[src/rtl/regex_cpu_pipelined.sv]
// regex_cpu_pipelined: pipelined execution core of the regex engine.
// A thread {pc, cc_id} enters the fetch register F, its instruction is
// requested from instruction memory, captured one cycle later into the
// execute register E, executed against the character of its context, and
// its successors are pushed into a small output FIFO.
// Optional feature macro: REGEX_CPU_ACCEPT_PARTIAL_EN (opcode 110 accepts
// unconditionally when defined, otherwise it ends the thread silently).
module regex_cpu_pipelined #(
    parameter int PC_WIDTH              = 9,
    parameter int CHARACTER_WIDTH       = 8,
    parameter int MEMORY_WIDTH          = 16,
    parameter int MEMORY_ADDR_WIDTH     = 11,
    parameter int FIFO_WIDTH_POWER_OF_2 = 2,
    parameter int CC_ID_BITS            = 2
) (
    input  logic                                         clk,
    input  logic                                         rst,
    input  logic [(2**CC_ID_BITS)*CHARACTER_WIDTH-1:0]   current_characters,
    input  logic [(2**CC_ID_BITS)-1:0]                   end_of_string,
    input  logic                                         input_pc_valid,
    output logic                                         input_pc_ready,
    input  logic [CC_ID_BITS-1:0]                        input_cc_id,
    input  logic [PC_WIDTH-1:0]                          input_pc,
    output logic                                         memory_valid,
    input  logic                                         memory_ready,
    output logic [MEMORY_ADDR_WIDTH-1:0]                 memory_addr,
    input  logic [MEMORY_WIDTH-1:0]                      memory_data,
    output logic                                         output_pc_valid,
    input  logic                                         output_pc_ready,
    output logic [PC_WIDTH-1:0]                          output_pc,
    output logic [CC_ID_BITS-1:0]                        output_cc_id,
    output logic                                         accepts,
    output logic [(2**CC_ID_BITS)-1:0]                   elaborating_chars,
    output logic                                         running
);
    localparam int NCTX  = 2**CC_ID_BITS;
    localparam int DEPTH = 2**FIFO_WIDTH_POWER_OF_2;
    localparam int PTR_W = FIFO_WIDTH_POWER_OF_2;
    localparam int CNT_W = FIFO_WIDTH_POWER_OF_2 + 1;

    localparam logic [2:0] OP_ACCEPT         = 3'b000;
    localparam logic [2:0] OP_SPLIT          = 3'b001;
    localparam logic [2:0] OP_MATCH          = 3'b010;
    localparam logic [2:0] OP_JMP            = 3'b011;
    localparam logic [2:0] OP_END            = 3'b100;
    localparam logic [2:0] OP_MATCH_ANY      = 3'b101;
    localparam logic [2:0] OP_ACCEPT_PARTIAL = 3'b110;
    localparam logic [2:0] OP_NOT_MATCH      = 3'b111;

    localparam logic [PC_WIDTH-1:0]   PC_ONE    = PC_WIDTH'(1);
    localparam logic [CC_ID_BITS-1:0] CC_ONE    = CC_ID_BITS'(1);
    localparam logic [CNT_W-1:0]      DEPTH_C   = CNT_W'(DEPTH);
    localparam logic [CNT_W-1:0]      TWO_SLOTS = CNT_W'(2);

    typedef struct packed {
        logic [CC_ID_BITS-1:0] cc;
        logic [PC_WIDTH-1:0]   pc;
    } thread_t;

    // Registered state and its next-state values.
    logic                    ready_q, ready_d;
    logic                    f_valid_q, f_valid_d;
    logic [PC_WIDTH-1:0]     f_pc_q, f_pc_d;
    logic [CC_ID_BITS-1:0]   f_cc_q, f_cc_d;
    logic                    p_valid_q, p_valid_d;   // fetch issued, data due next edge
    logic [PC_WIDTH-1:0]     p_pc_q, p_pc_d;
    logic [CC_ID_BITS-1:0]   p_cc_q, p_cc_d;
    logic                    e_valid_q, e_valid_d;
    logic [MEMORY_WIDTH-1:0] e_instr_q, e_instr_d;
    logic [PC_WIDTH-1:0]     e_pc_q, e_pc_d;
    logic [CC_ID_BITS-1:0]   e_cc_q, e_cc_d;
    thread_t                 fifo_q [DEPTH];
    thread_t                 fifo_d [DEPTH];
    logic [PTR_W-1:0]        rd_ptr_q, rd_ptr_d;
    logic [PTR_W-1:0]        wr_ptr_q, wr_ptr_d;
    logic [CNT_W-1:0]        count_q, count_d;
    logic                    accepts_q, accepts_d;

    // Execute-stage decode results.
    logic [2:0]              opcode_s;
    logic [CHARACTER_WIDTH-1:0] ch_s;
    logic                    eos_s;
    logic [1:0]              n_push_s;
    thread_t                 push0_s, push1_s;
    logic                    accept_s;
    logic                    e_fire_s, in_fire_s, mem_fire_s, pop_s;

    assign e_fire_s        = e_valid_q && ((DEPTH_C - count_q) >= TWO_SLOTS);
    assign pop_s           = (count_q != '0) && output_pc_ready;
    assign input_pc_ready  = ready_q && !f_valid_q;
    assign in_fire_s       = input_pc_valid && input_pc_ready;
    // A new fetch waits until the slot for its data in E is guaranteed free.
    assign memory_valid    = f_valid_q && !p_valid_q && (!e_valid_q || e_fire_s);
    assign mem_fire_s      = memory_valid && memory_ready;
    assign memory_addr     = {{(MEMORY_ADDR_WIDTH-PC_WIDTH){1'b0}}, f_pc_q};
    assign output_pc_valid = (count_q != '0);
    assign output_pc       = fifo_q[rd_ptr_q].pc;
    assign output_cc_id    = fifo_q[rd_ptr_q].cc;
    assign accepts         = accepts_q;
    assign running         = f_valid_q || p_valid_q || e_valid_q || (count_q != '0);

    // Decode and execute the instruction held in E against its context.
    always_comb begin
        opcode_s = e_instr_q[MEMORY_WIDTH-1 -: 3];
        ch_s     = current_characters[int'(e_cc_q)*CHARACTER_WIDTH +: CHARACTER_WIDTH];
        eos_s    = end_of_string[e_cc_q];
        n_push_s = 2'd0;
        accept_s = 1'b0;
        push0_s  = '{cc: e_cc_q, pc: e_pc_q + PC_ONE};
        push1_s  = '{cc: e_cc_q, pc: e_instr_q[PC_WIDTH-1:0]};
        case (opcode_s)
            OP_ACCEPT: accept_s = eos_s;
            OP_SPLIT:  n_push_s = 2'd2;
            OP_MATCH: begin
                if (!eos_s && (ch_s == e_instr_q[CHARACTER_WIDTH-1:0])) begin
                    n_push_s = 2'd1;
                    push0_s  = '{cc: e_cc_q + CC_ONE, pc: e_pc_q + PC_ONE};
                end else begin
                    n_push_s = 2'd0;
                end
            end
            OP_JMP: begin
                n_push_s = 2'd1;
                push0_s  = '{cc: e_cc_q, pc: e_instr_q[PC_WIDTH-1:0]};
            end
            OP_END: n_push_s = 2'd0;
            OP_MATCH_ANY: begin
                if (!eos_s) begin
                    n_push_s = 2'd1;
                    push0_s  = '{cc: e_cc_q + CC_ONE, pc: e_pc_q + PC_ONE};
                end else begin
                    n_push_s = 2'd0;
                end
            end
`ifdef REGEX_CPU_ACCEPT_PARTIAL_EN
            OP_ACCEPT_PARTIAL: accept_s = 1'b1;
`else
            OP_ACCEPT_PARTIAL: accept_s = 1'b0;
`endif
            OP_NOT_MATCH: begin
                if (!eos_s && (ch_s != e_instr_q[CHARACTER_WIDTH-1:0])) begin
                    n_push_s = 2'd1;
                end else begin
                    n_push_s = 2'd0;
                end
            end
            default: n_push_s = 2'd0;
        endcase
    end

    // Advance threads through F, the pending fetch slot and E.
    always_comb begin
        ready_d   = 1'b1;
        f_valid_d = f_valid_q;
        f_pc_d    = f_pc_q;
        f_cc_d    = f_cc_q;
        if (in_fire_s) begin
            f_valid_d = 1'b1;
            f_pc_d    = input_pc;
            f_cc_d    = input_cc_id;
        end else if (mem_fire_s) begin
            f_valid_d = 1'b0;
        end else begin
            f_valid_d = f_valid_q;
        end
        p_valid_d = mem_fire_s;
        p_pc_d    = mem_fire_s ? f_pc_q : p_pc_q;
        p_cc_d    = mem_fire_s ? f_cc_q : p_cc_q;
        e_valid_d = e_valid_q;
        e_instr_d = e_instr_q;
        e_pc_d    = e_pc_q;
        e_cc_d    = e_cc_q;
        if (p_valid_q) begin
            e_valid_d = 1'b1;
            e_instr_d = memory_data;
            e_pc_d    = p_pc_q;
            e_cc_d    = p_cc_q;
        end else if (e_fire_s) begin
            e_valid_d = 1'b0;
        end else begin
            e_valid_d = e_valid_q;
        end
        accepts_d = e_fire_s && accept_s;
    end

    // Output FIFO: write successors of a firing E, pop on handshake.
    always_comb begin
        fifo_d   = fifo_q;
        wr_ptr_d = wr_ptr_q;
        rd_ptr_d = pop_s ? (rd_ptr_q + PTR_W'(1)) : rd_ptr_q;
        count_d  = count_q - (pop_s ? CNT_W'(1) : CNT_W'(0));
        if (e_fire_s && (n_push_s != 2'd0)) begin
            fifo_d[wr_ptr_q] = push0_s;
            if (n_push_s == 2'd2) begin
                fifo_d[wr_ptr_q + PTR_W'(1)] = push1_s;
            end else begin
                fifo_d[wr_ptr_q] = push0_s;
            end
            wr_ptr_d = wr_ptr_q + PTR_W'(n_push_s);
            count_d  = count_d + CNT_W'(n_push_s);
        end else begin
            wr_ptr_d = wr_ptr_q;
        end
    end

    // Per-context in-flight flags across every stage and live FIFO entry.
    always_comb begin : elab_calc
        logic             hit_v;
        logic [PTR_W-1:0] idx_v;
        elaborating_chars = '0;
        for (int k = 0; k < NCTX; k++) begin
            hit_v = (f_valid_q && (f_cc_q == CC_ID_BITS'(k)))
                 || (p_valid_q && (p_cc_q == CC_ID_BITS'(k)))
                 || (e_valid_q && (e_cc_q == CC_ID_BITS'(k)));
            for (int i = 0; i < DEPTH; i++) begin
                idx_v = rd_ptr_q + PTR_W'(i);
                hit_v = hit_v || ((CNT_W'(i) < count_q) && (fifo_q[idx_v].cc == CC_ID_BITS'(k)));
            end
            elaborating_chars[k] = hit_v;
        end
    end

    // State registers; reset discards every thread in flight.
    always_ff @(posedge clk or negedge rst) begin
        if (!rst) begin
            ready_q   <= 1'b0;
            f_valid_q <= 1'b0;
            f_pc_q    <= '0;
            f_cc_q    <= '0;
            p_valid_q <= 1'b0;
            p_pc_q    <= '0;
            p_cc_q    <= '0;
            e_valid_q <= 1'b0;
            e_instr_q <= '0;
            e_pc_q    <= '0;
            e_cc_q    <= '0;
            for (int i = 0; i < DEPTH; i++) begin
                fifo_q[i] <= '0;
            end
            rd_ptr_q  <= '0;
            wr_ptr_q  <= '0;
            count_q   <= '0;
            accepts_q <= 1'b0;
        end else begin
            ready_q   <= ready_d;
            f_valid_q <= f_valid_d;
            f_pc_q    <= f_pc_d;
            f_cc_q    <= f_cc_d;
            p_valid_q <= p_valid_d;
            p_pc_q    <= p_pc_d;
            p_cc_q    <= p_cc_d;
            e_valid_q <= e_valid_d;
            e_instr_q <= e_instr_d;
            e_pc_q    <= e_pc_d;
            e_cc_q    <= e_cc_d;
            fifo_q    <= fifo_d;
            rd_ptr_q  <= rd_ptr_d;
            wr_ptr_q  <= wr_ptr_d;
            count_q   <= count_d;
            accepts_q <= accepts_d;
        end
    end
endmodule

[config.mk]
export PLATFORM = sky130hd
export DESIGN_NAME = regex_cpu_pipelined
export DESIGN_NICKNAME = d
export VERILOG_FILES = /design/src/rtl/regex_cpu_pipelined.sv
export SDC_FILE = /design/constraint.sdc
export NUM_CORES = 1
export LEC_CHECK = 0
export ABC_AREA = 1
export BUFFER_PORTS_ARGS = -buffer_cell sky130_fd_sc_hd__buf_4
export CORE_ASPECT_RATIO = 1.4
export CORE_UTILIZATION = 40
export CTS_BUF_LIST = sky130_fd_sc_hd__clkbuf_4
export CTS_CLUSTER_DIAMETER = 40
export DETAILED_ROUTE_END_ITERATION = 6
export PLACE_DENSITY_LB_ADDON = 0.1
export SYNTH_ARGS = -nofsm -noshare
export SYNTH_HDL_FRONTEND = slang
export SYNTH_SLANG_ARGS = --single-unit
[constraint.sdc]
create_clock -name clk -period 3.42 [get_ports clk]
set_input_delay 0.684 -clock clk [delete_from_list [all_inputs] [get_ports clk]]
set_output_delay 0.684 -clock clk [all_outputs]
set_load 0.01 [all_outputs]
; ---- Word level (Yosys, flattened, before mapping)
; Index checks and enable logic that the tools add are counted.
[op_classes]
add_sub_neg = 10
n_lt_le_gt_ge = 14
eq_ne = 29
n_shift = 1
mux = 36
bitwise = 6
n_reduce_logical = 85
[op_table]
columns = operator, count
row1 = bitwise mux 44 bit, 3
row2 = 2-to-1 mux 11 bit, 12
row3 = binary-select mux 11 bit (select 2 bit), 4
row4 = demux 11 bit (select 2 bit), 2
row5 = 2-to-1 mux 44 bit, 1
row6 = logical AND 1 bit, 41
row7 = case mux 11 bit (3 select lines), 1
row8 = variable part select 32 x 6 -> 8 bit, 1
row9 = "== test 2 bit, second input constant", 15
row10 = logical OR 1 bit, 28
row11 = "greater-or-equal comparator 3 bit, second input constant", 6
row12 = NOT 2 -> 3 bit, 6
row13 = "== test 2 x 1 -> 1 bit, second input constant", 7
row14 = logical NOT 2 bit, 7
row15 = 2-to-1 mux 1 bit, 10
row16 = case mux 2 bit (5 select lines), 1
row17 = "adder 9 x 1 -> 9 bit, second input constant", 1
row18 = == test 8 bit, 1
row19 = inequality test 8 bit, 1
row20 = "adder 2 x 1 -> 2 bit, second input constant", 3
row21 = "== test 3 x 2 -> 1 bit, second input constant", 2
row22 = "== test 3 bit, second input constant", 2
row23 = "less-than comparator 1 x 3 -> 1 bit, first input constant", 2
row24 = "less-than comparator 2 x 3 -> 1 bit, first input constant", 2
row25 = other kinds (15), 22
[word_totals]
regBits = 105
inputBits = 68
output_inout_bits = 31
word_cells = 204

; ---- Longest topological paths before layout
[depth]
word_depth = 10
depth_mapped = 18
mapped_depth_nobuf = 17

; ---- Worst setup path before layout
; No wires, ideal clock.
[synth_timing]
path_kind = register to output
from = register rd_ptr_q[0]
to = output port elaborating_chars[2]
arrival_time_ns = 1.888
required_time_ns = 2.736
setup_slack_ns = 0.848
path_stages_with_launch = 8
path_buffers = 0
path_cell_list = dfrtp_1 > nand2_1 > clkinv_1 > nor2_1 > inv_1 > o21ai_0 > inv_1 > o311ai_0
[synth_via]
elab_chain_len = 10
word_cells_on_any_way = 31
[synth_lines]
columns = item, line_no
row1 = "start, declared", 74  ; logic [PTR_W-1:0] rd_ptr_q, rd_ptr_d;
row2 = "start signal, assigned", 257  ; rd_ptr_q <= rd_ptr_d;
row3 = adder 2 x 1 -> 2 bit or NOT 2 -> 3 bit (tied branches), "216, 217"
row4 = NOT 2 -> 3 bit (not written as such) or binary-select mux 11 bit (select 2 bit) (tied branches), 217  ; hit_v = hit_v || ((CNT_W'(i) < count_q) && (fifo_q[idx_v].cc == CC_ID_BITS'(k)));
row5 = binary-select mux 11 bit (select 2 bit) or 2-to-1 mux 11 bit (tied branches), 217
row6 = 2-to-1 mux 11 bit (not written as such), 217
row7 = 2-to-1 mux 11 bit (not written as such) or == test 2 bit (tied branches), 217
row8 = == test 2 bit or logical AND 1 bit (tied branches), 217
row9 = logical AND 1 bit or logical OR 1 bit (tied branches), 217
row10 = logical OR 1 bit (2 in series), 217
row11 = logical OR 1 bit *, 217
row12 = "end, declared", 33  ; output logic [(2**CC_ID_BITS)-1:0] elaborating_chars,
; Mark *: on every way between the ends. The rest lies on a longest branch, timed or not. The select of a mux whose other input is x is not followed.

; ---- Worst setup path in the final report
[layout_timing]
from = register rd_ptr_q[1]
to = output port elaborating_chars[2]
; Same word-level chain as after synthesis.

==> flow_summary.ini <==
[timing]
finalSetupViolCount = 0
fin_ws_ns = 0.294
fin_crit_ns = 3.13
tns_ns = 0
slew_headroom_pct = 51.2
maxSlewViolCount = 0
tightest_slew_ns = 0.724
grt_setup_unrepaired = false
skew_ns = 0.0210
hold_viol_final = 0
fin_crit_sh_pct = 91.4
fmax_mhz = 320
fin_hold_ws_ns = 0.210

[synth]
syn_inst = 927
avgSynthCellArea_sq_um = 6.87
yosys_warnings = 0
synth-seq-area-share_pct = 39.7
yosys_register_bits = 101
syn-cell-area_sq_mm = 0.00636
yosys.cell_types.count = 39

[worst_setup_path]
cp-start-kind = flip-flop
r2r_cells = 15
startpoint = rd_ptr_q[1]$_DFFE_PN0P_
rrSetupSlack_ns = 0.55
cp.required_ns = 2.74
r2r_end = count_q[2]$_DFF_PN0_
cp_max_fo = 6
arrival_ns = 2.44
reg2reg_from = e_cc_q[0]$_DFFE_PN0P_
critPathKind = flip-flop to primary output
end_kind = primary output
crit_end = elaborating_chars[2]

[clocking]
postCtsSetupRepairBufs = 0
insertion_delay_ns = 0.49
ctsHtreeMaxLevel = 3
cts_tree = done
cts_resized = 0
cts_max_path_buffers = 2
cts.clk_slew.worst_paths_ns = 0.17
cts.sinks = 101
numCtsBuffers = 9
ctsHoldBuffers = 0
cts_root_buf = clkbuf_4

[die]
die_h_um = 151
chipWidth_um = 109
ios = 99
initial_core_util_pct = 41.0
die_area_sq_mm = 0.0164
core_area_sq_mm = 0.0155
num_rows = 54

[pwr]
peakVddDrop_mv = 0.414
p_leak_nw = 3.85
powerDensity_mw_per_mm2 = 917

[detailed_routing]
num_vias = 6188
first_pass_iters = 5
postRouteAntennaNets = 0
avgViaCountPerCell = 5.12
wire_per_inst_um = 15.3
drc = 0
drt_wl_total_um = 18400
drtIter0Drc = 302

[placement]
place_congestion = 0.841
io_buffers = 92
hpwlAfterDp_um = 13000
placed_cell_area_sq_mm = 0.00725
place_ws_ns = 0.565

[cells_and_area]
design_area_sq_mm = 0.00741
drive_gt1_share_pct = 13.5
utilization_pct = 47.7
fin_nets = 1087
area_delta_synth_final_pct = 16.4

[global_route]
overflow = 0
first_global_vias = 5759
grt_max_degree = 102
antenna_found_initial = 1
grt_usage_pct = 23.4
grt_pass1_wl_um = 29400

[run]
drv_cap = 0

[run_status]
outcome = finished clean

[min_path]
holdCritPathClass = input port to asynchronous set/reset pin
[state kept, by name (all words and copies together) (netlist names)]
signal and cells:
count_q 3, e_cc_q 2, accepts 1, e_instr_q 12, f_pc_q 9, p_pc_q 9
f_valid_q 1, wr_ptr_q 2, p_cc_q 2, ready_q 1, fifo_q 44, e_valid_q 1
p_valid_q 1, f_cc_q 2, e_pc_q 9, rd_ptr_q 2
[critical path, cell delays in order, from the launching register on]
cell and delay (ns):
dfrtp_1 0.48, nand2_1 0.14, clkinv_1 0.10, nor2_2 0.20
inv_1 0.11, o21ai_1 0.27, inv_1 0.10, o311ai_0 0.36
buf_4 0.19
[area by class of cell]
type / count / area [sq um]
Clock inverter: 6 / 77.6
Inverter: 82 / 310
Multi-Input combinational cell: 700 / 3310
Tap cell: 196 / 245
Sequential cell: 101 / 2530
Fill cell: 1655 / 8130
Antenna cell: 1 / 2.50
Timing Repair Buffer: 112 / 853
Clock buffer: 10 / 75.1
[metal layers]
layer,wire length [um],vias up,GRT usage [%]
met1,8000,2842,29.9
li1,-,3161,-
met2,9230,161,40.5
met4,348,0,8.85
met5,0,-,0
met3,870,24,2.54
[worst min path at each step]
stage                           from                      end  cells past startpoint  slack (ns)
2_1_floorplan                    rst        accepts$_DFF_PN0_                      0        0.39
3_3_place_gp   p_pc_q[5]$_DFFE_PN0P_    e_pc_q[5]$_DFFE_PN0P_                      2        0.46
3_5_place_dp   p_pc_q[2]$_DFFE_PN0P_    e_pc_q[2]$_DFFE_PN0P_                      2        0.47
4_1_cts                          rst  rd_ptr_q[0]$_DFFE_PN0P_                      2        0.24
5_1_grt                          rst  rd_ptr_q[0]$_DFFE_PN0P_                      2        0.23
6_report                         rst  rd_ptr_q[0]$_DFFE_PN0P_                      2        0.21
[through the flow]
| stage | instances | power (W) |
|---|---|---|
| global route | 1208 | 0.00744 |
| finish | 1208 | 0.00679 |
| global placement | 1191 | 0.00608 |
| floorplan | 928 | 0.00477 |
| detailed placement | 1191 | 0.00612 |
| CTS | 1207 | 0.00683 |
[cell usage after synthesis, drive strengths merged]
cell	instances	area, sq um
o211ai	28	210
a211oi	2	15.0
o32ai	1	8.76
xor2	9	78.8
a31oi	1	6.26
conb	2	7.51
nand4	5	37.5
nand3	113	566
mux2	1	11.3
o21ai	57	285
dfrtp	101	2530
o22ai	1	6.26
a21oi	24	120
mux2i	4	40.0
nand3b	2	15.0
clkinv	4	15.0
a22oi	11	82.6
o2111ai	1	8.76
clkbuf	25	93.8
buf	20	125
o311ai	2	17.5
fa	1	20.0
inv	78	295
a32oi	1	8.76
nor3	6	30.0
nor2	59	231
o31ai	2	15.0
ha	12	150
nand2	354	1340
[logic make-up (layout without fill, tap and decap cells)]
family,after synthesis,after routing,share of synthesized area [%]
DFF,101,101,39.7
other,2,4,0.118
adders and majority gates,13,13,2.67
AOI/OAI and AO/OA,131,131,12.3
and+or+nand+nor,539,539,34.8
buffers and inverters,127,210,8.32
xor gates and xnor gates,9,9,1.24
muxes,5,5,0.806
[report_power, final]
group / switching [W] / total [W] / internal, W
logic: 0.00257 / 0.00402 / 0.00144
clock network: 0.000456 / 0.000702 / 0.000246
registers: 0.000387 / 0.00208 / 0.00169
total: 0.00342 / 0.00679 / 0.00338
[cells in the final DEF, fill, tap and decap left out, drive strengths merged]
cell type	count
o21ai	57
ha	12
dfrtp	101
nor3	6
nand3	113
inv	81
o311ai	2
o2111ai	1
o22ai	1
a32oi	1
mux2i	4
fa	1
mux2	1
a21oi	24
nor2	59
xor2	9
clkinv	5
conb	3
buf	112
clkbuf	10
nand2	354
a211oi	2
diode	1
clkinvlp	1
o211ai	28
nand4	5
a31oi	1
o32ai	1
a22oi	11
bufinv	1
nand3b	2
o31ai	2
Power figures use the tool's default switching activity.
